$ cat config.mk
export PLATFORM = sky130hd
export DESIGN_NAME = vec_lsu
export DESIGN_NICKNAME = d
export VERILOG_FILES = /design/src/rtl/vec_lsu.sv
export SDC_FILE = /design/constraint.sdc
export NUM_CORES = 1
export LEC_CHECK = 0
export CORE_MARGIN = 2
export CORE_UTILIZATION = 45
export CTS_CLUSTER_SIZE = 8
export DETAILED_ROUTE_END_ITERATION = 7
export PLACE_DENSITY = 0.84
export SKIP_LAST_GASP = 1
export SYNTH_ARGS = -nofsm -noshare
export SYNTH_HDL_FRONTEND = slang
export SYNTH_SLANG_ARGS = --single-unit
$ cat constraint.sdc
create_clock -name clk -period 24.4 [get_ports clk]
set_input_delay 4.88 -clock clk [delete_from_list [all_inputs] [get_ports clk]]
set_output_delay 4.88 -clock clk [all_outputs]
set_load 0.02 [all_outputs]
$ cat src/rtl/vec_lsu.sv
// Vector load/store unit: walks the enabled lanes of a strided vector access
// one scalar beat at a time, lowest enabled lane first, stalling the pipeline
// until every lane has been accepted by memory.
module vec_lsu #(
    parameter int LANES  = 4,
    parameter int WIDTH  = 32,
    parameter int ADDR_W = 32
) (
    input  logic                   clk,
    input  logic                   reset,
    input  logic                   StartM,
    input  logic                   IsStoreM,
    input  logic [ADDR_W-1:0]      BaseAddrM,
    input  logic [ADDR_W-1:0]      StrideM,
    input  logic [LANES-1:0]       MaskM,
    input  logic [LANES*WIDTH-1:0] WriteDataVecM,
    output logic [LANES*WIDTH-1:0] ReadDataVecM,
    output logic                   StallVecM,
    output logic                   DoneM,
    output logic [ADDR_W-1:0]      MemAddr,
    output logic                   MemRead,
    output logic                   MemWrite,
    output logic [WIDTH-1:0]       MemWData,
    input  logic [WIDTH-1:0]       MemRData,
    input  logic                   MemReady
);

    localparam int LANE_W = (LANES > 1) ? $clog2(LANES) : 1;

    typedef enum logic [1:0] {
        IDLE,
        ACCESS,
        DONE
    } state_t;

    state_t                 state_q, state_d;
    logic                   is_store_q, is_store_d;
    logic [ADDR_W-1:0]      base_q, base_d;
    logic [ADDR_W-1:0]      stride_q, stride_d;
    logic [LANES-1:0]       mask_q, mask_d;
    logic [LANES*WIDTH-1:0] wdata_q, wdata_d;
    logic [LANES*WIDTH-1:0] rdata_q, rdata_d;

    logic [LANE_W-1:0]      lane_idx;
    logic [LANES-1:0]       lane_bit;
    logic [LANES-1:0]       mask_left;
    logic [ADDR_W-1:0]      lane_addr;

    // Pick the lowest still-pending lane; scanning downward lets the lowest set bit win.
    always_comb begin
        lane_idx = '0;
        for (int i = LANES - 1; i >= 0; i--) begin
            if (mask_q[i]) begin
                lane_idx = LANE_W'(i);
            end
        end
    end

    assign lane_bit  = LANES'(1) << lane_idx;
    assign mask_left = mask_q & ~lane_bit;
    assign lane_addr = base_q + (ADDR_W'(lane_idx) * stride_q);

    // Next-state logic: capture the request, retire one lane per accepted beat, then pulse done.
    always_comb begin
        state_d    = state_q;
        is_store_d = is_store_q;
        base_d     = base_q;
        stride_d   = stride_q;
        mask_d     = mask_q;
        wdata_d    = wdata_q;
        rdata_d    = rdata_q;
        case (state_q)
            IDLE: begin
                if (StartM) begin
                    is_store_d = IsStoreM;
                    base_d     = BaseAddrM;
                    stride_d   = StrideM;
                    mask_d     = MaskM;
                    wdata_d    = WriteDataVecM;
                    rdata_d    = '0;
                    state_d    = (MaskM != '0) ? ACCESS : DONE;
                end
            end
            ACCESS: begin
                if (MemReady) begin
                    mask_d = mask_left;
                    if (!is_store_q) begin
                        rdata_d[lane_idx*WIDTH +: WIDTH] = MemRData;
                    end
                    if (mask_left == '0) begin
                        state_d = DONE;
                    end
                end
            end
            DONE: begin
                state_d = IDLE;
            end
            default: begin
                state_d = IDLE;
            end
        endcase
    end

    // Scalar memory request and handshake outputs, all decoded from registered state.
    always_comb begin
        MemAddr   = '0;
        MemRead   = 1'b0;
        MemWrite  = 1'b0;
        MemWData  = '0;
        DoneM     = (state_q == DONE);
        StallVecM = !reset && (((state_q == IDLE) && StartM) || (state_q == ACCESS));
        if (state_q == ACCESS) begin
            MemAddr  = lane_addr;
            MemRead  = !is_store_q;
            MemWrite = is_store_q;
            if (is_store_q) begin
                MemWData = wdata_q[lane_idx*WIDTH +: WIDTH];
            end
        end
    end

    assign ReadDataVecM = rdata_q;

    // State registers; reset aborts any in-flight operation immediately.
    always_ff @(posedge clk or posedge reset) begin
        if (reset) begin
            state_q    <= IDLE;
            is_store_q <= 1'b0;
            base_q     <= '0;
            stride_q   <= '0;
            mask_q     <= '0;
            wdata_q    <= '0;
            rdata_q    <= '0;
        end else begin
            state_q    <= state_d;
            is_store_q <= is_store_d;
            base_q     <= base_d;
            stride_q   <= stride_d;
            mask_q     <= mask_d;
            wdata_q    <= wdata_d;
            rdata_q    <= rdata_d;
        end
    end

endmodule

# ---- Word-level counts from Yosys, hierarchy flattened
# Index checks and enable logic that the tools add are counted.
dict set report totals {
  latchBits 0
  input_bits 233
  memories 0
  ramBits 0
  out_inout_bits 196
  romBits 0
  reg_bits 327
  word_cells 57
}
dict set report op_classes {
  muxes 22
  bitwise_logic 2
  mul 1
  n_eq_ne 6
  order_cmp 0
  reduce_logical 13
  shift 4
  addsub 2
  div 0
}
# operator n
set ops {}
lappend ops {{two-way mux 128 bit} 3}
lappend ops {{one-hot mux 128 bit (2 select lines)} 1}
lappend ops {{bitwise mux 128 bit} 1}
lappend ops {{variable shift 32 x 34 -> 128 bit, first input constant} 1}
lappend ops {{indexed part select 128 x 8 -> 32 bit} 1}
lappend ops {{indexed part select 32 x 34 -> 128 bit} 1}
lappend ops {{two-way mux 32 bit} 3}
lappend ops {{negation 7 -> 34 bit} 1}
lappend ops {{adder 32 bit} 1}
lappend ops {{multiplier 2 x 32 -> 32 bit} 1}
lappend ops {{two-way mux 2 bit} 8}
lappend ops {{two-way mux 4 bit} 2}
lappend ops {{!= test 2 bit, second input constant} 4}
lappend ops {{one-hot mux 4 bit (2 select lines)} 1}
lappend ops {{AND reduction 3 bit} 2}
lappend ops {{AND 4 bit} 1}
lappend ops {{zero test 4 bit} 1}
lappend ops {{inverter 4 bit} 1}
lappend ops {{one-hot mux 2 bit (2 select lines)} 1}
lappend ops {{AND reduction 4 bit} 1}
lappend ops {{nonzero test 4 bit} 1}
lappend ops {{<< shifter 1 x 2 -> 4 bit, first input constant} 1}
lappend ops {{== test 2 x 1 -> 1 bit, second input constant} 1}
lappend ops {{== test 2 bit, second input constant} 1}
lappend ops {{7 further kinds} 10}

# ---- Depth between registers and ports, before layout
# Gate-level depths: netlist (run 1).
dict set report depth {
  ltp_word 11
  mapped_depth 16
  depth_no_buf 13
}

# ---- Least setup slack after synthesis (run 1)
# No wires, ideal clock.
dict set report synth_path {
  path_kind {input -> output}
  startpoint {input port StartM}
  endpoint {output port StallVecM}
  path_buffers 1
  required_time_ns 19.520
  t_arrival_ns 5.823
  setup_slack_ns 13.697
  stages 4
  path_cell_list {nor3b_1 clkbuf_1 nor2_1 nor2_1}
}
dict set report synth_between {
  elab_chain_len 3
}
# item line
set synth_lines {}
lappend synth_lines {{start, declared} 11} ;# input logic StartM,
lappend synth_lines {{logical AND 1 bit} 111} ;# StallVecM = !reset && (((state_q == IDLE) && StartM) || (state_q == ACCESS));
lappend synth_lines {{logical OR 1 bit} 111}
lappend synth_lines {{logical AND 1 bit} 111}
lappend synth_lines {{end, declared} 18} ;# output logic StallVecM,
# No other way between the ends.

# ---- Worst setup path after layout (run 1)
# Ends and elaborated chain as after synthesis.

==> impl_metrics.env, run 1 <==
export IMPL_run_status="finished, final reports clean"
export IMPL_worstSetupStartpointType="input port"
export IMPL_design_area_um2=22700
export IMPL_crit_fanout=44
export IMPL_cts_tree="built"
export IMPL_leakagePower_nw=9.65
export IMPL_insertion_delay_ns=0.56
export IMPL_max_freq_mhz=85.4
export IMPL_timing_final_crit_share_pct=48.0
export IMPL_regArea_um2=8180
export IMPL_grt_pass1_wl_mm=76.5
export IMPL_tightestPinTransition_ns=1.19
export IMPL_seq_area_frac_synth_pct=48.7
export IMPL_numClockSinks=327
export IMPL_drv_cap=0
export IMPL_wire_per_inst_um=20.0
export IMPL_yosysUniqueCellTypes=66
export IMPL_final_max_slew_viol_count=0
export IMPL_die_width_um=197
export IMPL_worstReg2RegEnd="ReadDataVecM[13]"
export IMPL_peakVddDrop_uv=82.0
export IMPL_rows=70
export IMPL_synth_seq_cells=327
export IMPL_holdCritStartpoint="ReadDataVecM[121]"
export IMPL_areaGrowthSynthToFinish_pct=35.0
export IMPL_slew_headroom_pct=20.3
export IMPL_p_per_area_nw_per_um2=155
export IMPL_r2r_start="mask_q[0]"
export IMPL_yosys_cell_count_top_type="dfrtp_1"
export IMPL_grt_pass1_vias=14300
export IMPL_ys_warn_count=0
export IMPL_cts_buffers=47
export IMPL_nets=2266
export IMPL_required_ns=19.52
export IMPL_syn_num_nets=1872
export IMPL_synth_common_cells="dfrtp_1 (327), nand2_1 (255), mux2_2 (163), inv_1 (133), o31ai_1 (100)"
export IMPL_r2r_cells=10
export IMPL_rsz0062_at_grt="no"
export IMPL_clk_path_buf_depth=3
export IMPL_synth_top_area_cell="dfrtp_1"
export IMPL_cp_arrival_ns=6.83
export IMPL_period_needed_ns=11.71
export IMPL_grt_max_degree=88
export IMPL_postCtsHoldBufs=0
export IMPL_grt_ovfl_total=0
export IMPL_drtAntennaViolNets=0
export IMPL_drive_gt1_share_pct=14.5
export IMPL_first_pass_iters=7
export IMPL_finalHoldViolCount=0
export IMPL_ctsHtreeMaxLevel=2
export IMPL_whs_ns=0.476
export IMPL_p_total_mw=3.51
export IMPL_skew_ns=0.0101
export IMPL_hold_end="ReadDataVecM[121]"
export IMPL_multi_input_area_um2=7720
export IMPL_post_cts_resized=0
export IMPL_netlist_area_um2=16800
export IMPL_synth_avg_cell_area_um2=10.7
export IMPL_cp_slowest_cell="clkdlybuf4s50_1"
export IMPL_cts_root_buf="clkbuf_16"
export IMPL_clkTransAtPathRegs_ns=0.05
export IMPL_port_buffers=428
export IMPL_whs_path_depth=2
export IMPL_tns_ns=0
export IMPL_nFillCells=2870
export IMPL_worst_hold_path_type="reg -> reg"
export IMPL_async_reset_ff_share_pct=100
export IMPL_placedInstanceArea_um2=21400
export IMPL_synthCells=1574
export IMPL_via_count=13700
export IMPL_critPathMaxStageDelay_ns=0.61
export IMPL_drt_total_wl_mm=48.9
export IMPL_ios=429
export IMPL_crit_chain="clkdlybuf4s50_1, nor3b_2, buf_4, nor2_1, nor2_1, clkdlybuf4s50_1"
export IMPL_hpwl_mm=34.8
export IMPL_placeableCoreArea_um2=36700
export IMPL_crit_type="in -> out"
export IMPL_fp_dieH_um=197
export IMPL_vias_per_cell=5.60
export IMPL_start_util_pct=45.8
export IMPL_ys_flop_type="dfrtp_1"
export IMPL_post_cts_buffers=0
export IMPL_dieArea_um2=38900
export IMPL_end_kind="output port"
export IMPL_place_congestion=0.872
export IMPL_netlist_area_leader_share_pct=48.7
export IMPL_antenna_found_initial=6
export IMPL_setup_viol=0
export IMPL_reg2reg_slack_ns=21.23
export IMPL_first_iter_violations=921
export IMPL_drc=0
export IMPL_track_usage_pct=25.1
export IMPL_synth_area_leaders="dfrtp_1 (49%), mux2_2 (11%), nand2_1 (5.7%)"
export IMPL_synth_edf_count=0
-- logic make-up (layout without fill, tap and decap cells) --
logic type      Yosys count  after routing  share of synthesized area [%]
simple gates            442            442                           11.7
flops                   327            327                           48.7
compound gates          292            292                           11.5
buf+inv                 237            638                           5.80
mux                     197            197                           15.3
fa+ha+maj                65             65                           6.22
xor+xnor                 14             14                          0.811
other cells               0              3                              0
-- per-stage QoR --
stage | util [%] | worst slack, ns | std cells
2_1_floorplan | - | 10.47 | 1574
3_3_place_gp | 58.4 | 12.69 | 2387
3_5_place_dp | 58.4 | 12.71 | 2387
4_1_cts | 61.8 | 12.70 | 2443
5_1_grt | 61.9 | 12.50 | 2445
6_report | 61.9 | 12.69 | 2446
-- metal layers --
layer | part of all wire [%] | up-vias | global-route usage, %
met3 | 9.0 | 139 | 7.00
met1 | 38 | 6722 | 30.0
met4 | 4.4 | 8 | 12.1
met2 | 48 | 614 | 41.9
li1 | - | 6215 | -
met5 | 0.10 | - | 0
-- worst max-delay path by stage --
| stage | startpoint | slack [ns] | end | depth (start not counted) |
|---|---|---|---|---|
| 2_1_floorplan | reset | 10.47 | ReadDataVecM[0] | 1 |
| 3_3_place_gp | StartM | 12.69 | StallVecM | 6 |
| 3_5_place_dp | StartM | 12.71 | StallVecM | 6 |
| 4_1_cts | StartM | 12.70 | StallVecM | 6 |
| 5_1_grt | StartM | 12.50 | StallVecM | 6 |
| 6_report | StartM | 12.69 | StallVecM | 6 |
-- layout make-up --
class,count,area share [%]
diodes,3,0.0331
clock buffers,53,5.42
clock inverters,3,0.132
inverters,134,2.25
multi-input cells,1010,34.0
flip-flops and latches,327,36.0
well taps,468,2.58
repair buffers,448,19.5
-- placed cells by master, fill, tap and decap left out, types with 32 or more instances in the layout --
master	n
a21oi_1	41
nor2_1	42
o21ai_0	81
nand2_1	254
dfrtp_1	327
mux4_2	32
nand3_1	44
and2_1	39
inv_1	132
ha_1	34
clkdlybuf4s50_1	428
mux2_2	163
o31ai_1	100
clkbuf_16	48
-- state kept, by name, indices dropped and copies added (netlist names) --
register	cells
state_q	2
mask_q	4
wdata_q	128
base_q	32
stride_q	32
is_store_q	1
ReadDataVecM	128
-- worst max-delay path: cells and delay by family --
| kind | cells | cell delay (ns) |
|---|---|---|
| buffers and inverters | 3 | 1.54 |
| and+or+nand+nor | 3 | 0.39 |
-- power by group --
part	total, mW	internal [mW]	leakage (nW)	switching (mW)
clock network	0.577	0.349	0.619	0.227
logic	2.06	0.879	4.88	1.18
registers	0.872	0.751	4.15	0.122
Power figures use the tool's default switching activity.
==> run 2: changes to the inputs <==
--- a/config.mk
+++ b/config.mk
@@ -9,7 +9,7 @@
 export CORE_UTILIZATION = 45
 export CTS_CLUSTER_SIZE = 8
 export DETAILED_ROUTE_END_ITERATION = 7
-export PLACE_DENSITY = 0.84
+export PLACE_DENSITY = 0.87
 export SKIP_LAST_GASP = 1
 export SYNTH_ARGS = -nofsm -noshare
 export SYNTH_HDL_FRONTEND = slang
==> constraint.sdc (replaced) <==
create_clock -name clk -period 10.7 [get_ports clk]
set_input_delay 2.14 -clock clk [delete_from_list [all_inputs] [get_ports clk]]
set_output_delay 2.14 -clock clk [all_outputs]
set_load 0.02 [all_outputs]
==> run 2 against run 1 <==
Sequential share of layout area shrank 0.069 points; sequential cell count stayed put; final area up 0.19%; via count shrank 0.10%; clock skew is 0.013 ns higher; clock-buffer cell count is 2 lower; critical endpoint is now MemAddr[25]; highest routed layer unchanged.
==> impl_metrics.env, run 2 (synthesis gave the netlist of run 1 again) <==
export IMPL_run_status="finished, final reports clean"
export IMPL_vias_per_cell=5.60
export IMPL_timing_final_crit_share_pct=68.8
export IMPL_numClockSinks=327
export IMPL_p_total_mw=8.11
export IMPL_worstSetupStartpointType="register"
export IMPL_setup_viol=0
export IMPL_worst_path_buf_inv=3
export IMPL_worst_hold_path_type="reg -> reg"
export IMPL_drive_gt1_share_pct=14.6
export IMPL_critPathMaxStageDelay_ns=0.54
export IMPL_met1_usage_pct=30.6
export IMPL_fp_dieH_um=197
export IMPL_leakagePower_nw=9.67
export IMPL_post_cts_buffers=0
export IMPL_clk_path_buf_depth=3
export IMPL_antenna_found_initial=4
export IMPL_slew_headroom_pct=19.0
export IMPL_max_freq_mhz=136
export IMPL_hpwl_mm=36.1
export IMPL_cp_arrival_ns=5.23
export IMPL_placeableCoreArea_um2=36700
export IMPL_areaGrowthSynthToFinish_pct=35.3
export IMPL_grt_max_degree=188
export IMPL_drc=0
export IMPL_period_needed_ns=7.37
export IMPL_grt_pass1_wl_mm=79.8
export IMPL_cts_root_buf="clkbuf_16"
export IMPL_die_width_um=197
export IMPL_ctsHtreeMaxLevel=2
export IMPL_peakVddDrop_uv=175
export IMPL_end_kind="output port"
export IMPL_crit_type="reg -> out"
export IMPL_nets=2266
export IMPL_met3_usage_pct=6.54
export IMPL_rsz0062_at_grt="no"
export IMPL_cts_tree="built"
export IMPL_drtAntennaViolNets=0
export IMPL_tns_ns=0
export IMPL_first_pass_iters=5
export IMPL_finalHoldViolCount=0
export IMPL_final_max_slew_viol_count=0
export IMPL_grt_pass1_vias=14600
export IMPL_tightestPinTransition_ns=1.21
export IMPL_required_ns=8.56
export IMPL_met2_usage_pct=45.4
export IMPL_track_usage_pct=26.2
export IMPL_top_usage_layer="met2"
export IMPL_final_common_cell="clkdlybuf4s50_1"
export IMPL_rows=70
export IMPL_crit_chain="nand2b_1, a21oi_4, buf_4, nand2_1, fa_1, inv_1, ha_1, fa_1, a21o_1, a221o_2, a211oi_4, o32a_2, nor4_1, or3_1, clkdlybuf4s50_1"
export IMPL_cp_common_cell="fa_1"
export IMPL_insertion_delay_ns=0.57
export IMPL_place_congestion=0.935
export IMPL_drv_cap=0
export IMPL_start_util_pct=45.8
export IMPL_wire_per_inst_um=20.7
export IMPL_ios=429
export IMPL_first_iter_violations=876
export IMPL_skew_ns=0.0228
export IMPL_p_per_area_nw_per_um2=357
export IMPL_cp_slowest_cell="clkdlybuf4s50_1"
export IMPL_grt_ovfl_total=0
export IMPL_postCtsHoldBufs=0
export IMPL_placed_cells=2387
export IMPL_crit_fanout=36
export IMPL_instances_no_fill=2443
export IMPL_post_cts_resized=0
export IMPL_dieArea_um2=38900
export IMPL_via_count=13700
export IMPL_port_buffers=428
export IMPL_layout_common_cells="clkdlybuf4s50_1 (428), dfrtp_1 (327), nand2_1 (254)"
export IMPL_critical_path_top_delay_family="compound AO/OA/AOI/OAI gates"
export IMPL_clkTransAtPathRegs_ns=0.05
export IMPL_cts_buffers=47
export IMPL_drt_total_wl_mm=50.6
run 2: cell count changes in the layout (fill, tap and decap cells not counted), sizes merged:
cell | before | now
inv | 134 | 133
clkbuf | 53 | 51
diode | 3 | 2
clkinvlp | 0 | 1
run 2: area by class of cell:
| type | instances | area [µm²] |
|---|---|---|
| tap | 468 | 586 |
| timing repair buffer | 448 | 4450 |
| antenna | 2 | 5.00 |
| clock inverter | 3 | 55.1 |
| inverter | 134 | 507 |
| fill | 2792 | 13900 |
| sequential | 327 | 8180 |
| clock buffer | 51 | 1240 |
| multi-input combinational | 1010 | 7720 |
run 2: stage by stage:
step / utilization [%] / cell area (µm²) / worst slack (ns) / hold WS (ns)
floorplan: - / 16800 / 4.20 / 0.475
global placement: 58.4 / 21400 / 4.02 / 0.458
detailed placement: 58.4 / 21400 / 3.97 / 0.464
CTS: 62.0 / 22700 / 3.31 / 0.477
global route: 62.0 / 22700 / 3.08 / 0.497
finish: 62.0 / 22700 / 3.33 / 0.470
run 2: path summary, 6_finish.rpt:
kind | startpoint | to | depth (start not counted) | slack (ns)
min in group asynchronous | reset | base_q[11] | 3 | 2.18
setup reg to reg | mask_q[2] | ReadDataVecM[10] | 12 | 7.11
max in group asynchronous | reset | wdata_q[10] | 4 | 6.92
setup / recovery | mask_q[2] | MemAddr[25] | 15 | 3.33
hold / removal | ReadDataVecM[92] | ReadDataVecM[92] | 2 | 0.47
hold reg to reg | ReadDataVecM[92] | ReadDataVecM[92] | 2 | 0.47
run 2: where the power goes:
group | internal, mW | leakage (nW) | switching [mW]
Clock | 0.811 | 0.638 | 0.531
Combinational | 2.01 | 4.88 | 2.77
Sequential | 1.71 | 4.15 | 0.284
run 2: tightest hold or removal path, delay by kind of cell, from the launching register on:
family | cells | cell delay [ns]
AOI/OAI and AO/OA | 1 | 0.05
DFF | 1 | 0.33
and+or+nand+nor | 1 | 0.05
run 2: metal layers:
layer / up-vias / routed length (µm)
met1: 6736 / 19300
met5: - / 45
li1: 6212 / -
met3: 138 / 4110
met4: 6 / 2160
met2: 592 / 25100
==> run 3: changes to the inputs <==
--- a/config.mk
+++ b/config.mk
@@ -9,7 +9,7 @@
 export CORE_UTILIZATION = 45
 export CTS_CLUSTER_SIZE = 8
 export DETAILED_ROUTE_END_ITERATION = 7
-export PLACE_DENSITY = 0.87
+export PLACE_DENSITY = 0.84
 export SKIP_LAST_GASP = 1
 export SYNTH_ARGS = -nofsm -noshare
 export SYNTH_HDL_FRONTEND = slang
==> constraint.sdc (replaced) <==
create_clock -name clk -period 7.7 [get_ports clk]
set_input_delay 1.54 -clock clk [delete_from_list [all_inputs] [get_ports clk]]
set_output_delay 1.54 -clock clk [all_outputs]
set_load 0.02 [all_outputs]
==> run 3 against run 2 <==
Via count down 0.45%; routed wire length fell by 0.88%; sequential cell count unchanged.
==> impl_metrics.env, run 3 (synthesis gave the netlist of run 1 again) <==
export IMPL_crit_type="reg -> out"
export IMPL_ctsHtreeMaxLevel=2
export IMPL_run_status="finished, final reports clean"
export IMPL_setup_viol=0
export IMPL_crit_fanout=22
export IMPL_skew_ns=0.0106
export IMPL_leakagePower_nw=9.65
export IMPL_drv_cap=0
export IMPL_ios=429
export IMPL_grt_ovfl_total=0
export IMPL_antenna_found_initial=8
export IMPL_numClockSinks=327
export IMPL_met3_usage_pct=7.80
export IMPL_dieArea_um2=38900
export IMPL_max_freq_mhz=143
export IMPL_layout_common_cells="clkdlybuf4s50_1 (428), dfrtp_1 (327), nand2_1 (254)"
export IMPL_timing_final_crit_share_pct=90.8
export IMPL_grt_pass1_wl_mm=78.8
export IMPL_insertion_delay_ns=0.56
export IMPL_placed_cells=2388
export IMPL_cts_buffers=47
export IMPL_nets=2267
export IMPL_worst_hold_path_type="reg -> reg"
export IMPL_first_iter_violations=979
export IMPL_cp_arrival_ns=5.45
export IMPL_wire_per_inst_um=20.5
export IMPL_slew_headroom_pct=12.2
export IMPL_rows=70
export IMPL_placeableCoreArea_um2=36700
export IMPL_track_usage_pct=26.0
export IMPL_grt_pass1_vias=14300
export IMPL_clkTransAtPathRegs_ns=0.05
export IMPL_areaGrowthSynthToFinish_pct=35.1
export IMPL_top_usage_layer="met2"
export IMPL_cts_tree="built"
export IMPL_period_needed_ns=6.99
export IMPL_fp_dieH_um=197
export IMPL_peakVddDrop_uv=296
export IMPL_place_congestion=0.916
export IMPL_drt_total_wl_mm=50.2
export IMPL_instances_no_fill=2445
export IMPL_critPathMaxStageDelay_ns=0.55
export IMPL_die_width_um=197
export IMPL_hpwl_mm=36.5
export IMPL_crit_chain="nand2b_1, a21oi_4, buf_4, nand2_1, fa_1, inv_1, ha_1, fa_1, a21o_1, a221o_2, a211oi_4, o32a_2, nor4_1, or3_1, clkdlybuf4s50_1"
export IMPL_critical_path_top_delay_family="compound AO/OA/AOI/OAI gates"
export IMPL_first_pass_iters=5
export IMPL_cts_root_buf="clkbuf_16"
export IMPL_p_per_area_nw_per_um2=494
export IMPL_rsz0062_at_grt="no"
export IMPL_tightestPinTransition_ns=1.31
export IMPL_port_buffers=428
export IMPL_end_kind="output port"
export IMPL_start_util_pct=45.8
export IMPL_via_count=13600
export IMPL_worstSetupStartpointType="register"
export IMPL_postCtsHoldBufs=0
export IMPL_grt_max_degree=182
export IMPL_drc=0
export IMPL_clk_path_buf_depth=3
export IMPL_post_cts_resized=0
export IMPL_vias_per_cell=5.57
export IMPL_cp_common_cell="fa_1"
export IMPL_final_max_slew_viol_count=0
export IMPL_tns_ns=0
export IMPL_final_common_cell="clkdlybuf4s50_1"
export IMPL_drtAntennaViolNets=0
export IMPL_met1_usage_pct=31.1
export IMPL_required_ns=6.16
export IMPL_drive_gt1_share_pct=14.5
export IMPL_p_total_mw=11.2
export IMPL_worst_path_buf_inv=3
export IMPL_cp_slowest_cell="clkdlybuf4s50_1"
export IMPL_finalHoldViolCount=0
export IMPL_post_cts_buffers=0
export IMPL_met2_usage_pct=44.1
## run 3: final cells by class
| cell class | instances | area, µm² |
|---|---|---|
| Sequential cell | 327 | 8180 |
| Clock inverter | 3 | 32.5 |
| Multi-Input combinational cell | 1010 | 7720 |
| Inverter | 134 | 507 |
| Fill cell | 2830 | 14000 |
| Timing Repair Buffer | 449 | 4470 |
| Clock buffer | 51 | 1220 |
| Antenna cell | 3 | 7.51 |
| Tap cell | 468 | 586 |
## run 3: metal layers
metal | routed length, µm | vias up
met5 | 77 | -
met1 | 19400 | 6678
met3 | 4480 | 127
met2 | 24500 | 596
met4 | 1810 | 12
li1 | - | 6210
## run 3: power breakdown
part / internal (mW) / total (mW) / switching (mW)
logic: 2.80 / 6.63 / 3.82
registers: 2.38 / 2.77 / 0.390
clock network: 1.10 / 1.83 / 0.725
total: 6.29 / 11.2 / 4.94
## run 3: stage by stage
step           hold slack, ns  setup slack [ns]  util, %  instance area, µm²
2_1_floorplan           0.475              1.80        -               16800
3_3_place_gp            0.458              1.33     58.5               21500
3_5_place_dp            0.465              1.26     58.5               21500
4_1_cts                 0.476             0.666     61.9               22700
5_1_grt                 0.488             0.228     61.9               22700
6_report                0.472             0.709     61.9               22700
## run 3: path summary, 6_finish.rpt
check | start | end | slack, ns | cells past startpoint
hold / removal | ReadDataVecM[57] | ReadDataVecM[57] | 0.47 | 2
max in group asynchronous | reset | ReadDataVecM[43] | 4.74 | 3
setup reg to reg | mask_q[1] | ReadDataVecM[13] | 4.17 | 11
hold reg to reg | ReadDataVecM[57] | ReadDataVecM[57] | 0.47 | 2
setup / recovery | mask_q[2] | MemAddr[25] | 0.71 | 15
min in group asynchronous | reset | stride_q[13] | 1.48 | 2
## run 3: worst reg2reg max path, delay by kind of cell, from the launching register on
kind,cells,cell delay [ns]
flip-flops,1,0.40
adder cells (fa/ha/maj),1,0.15
AND/OR/NAND/NOR,2,1.29
buffers and inverters,6,1.28
AO/OA/AOI/OAI,2,0.30
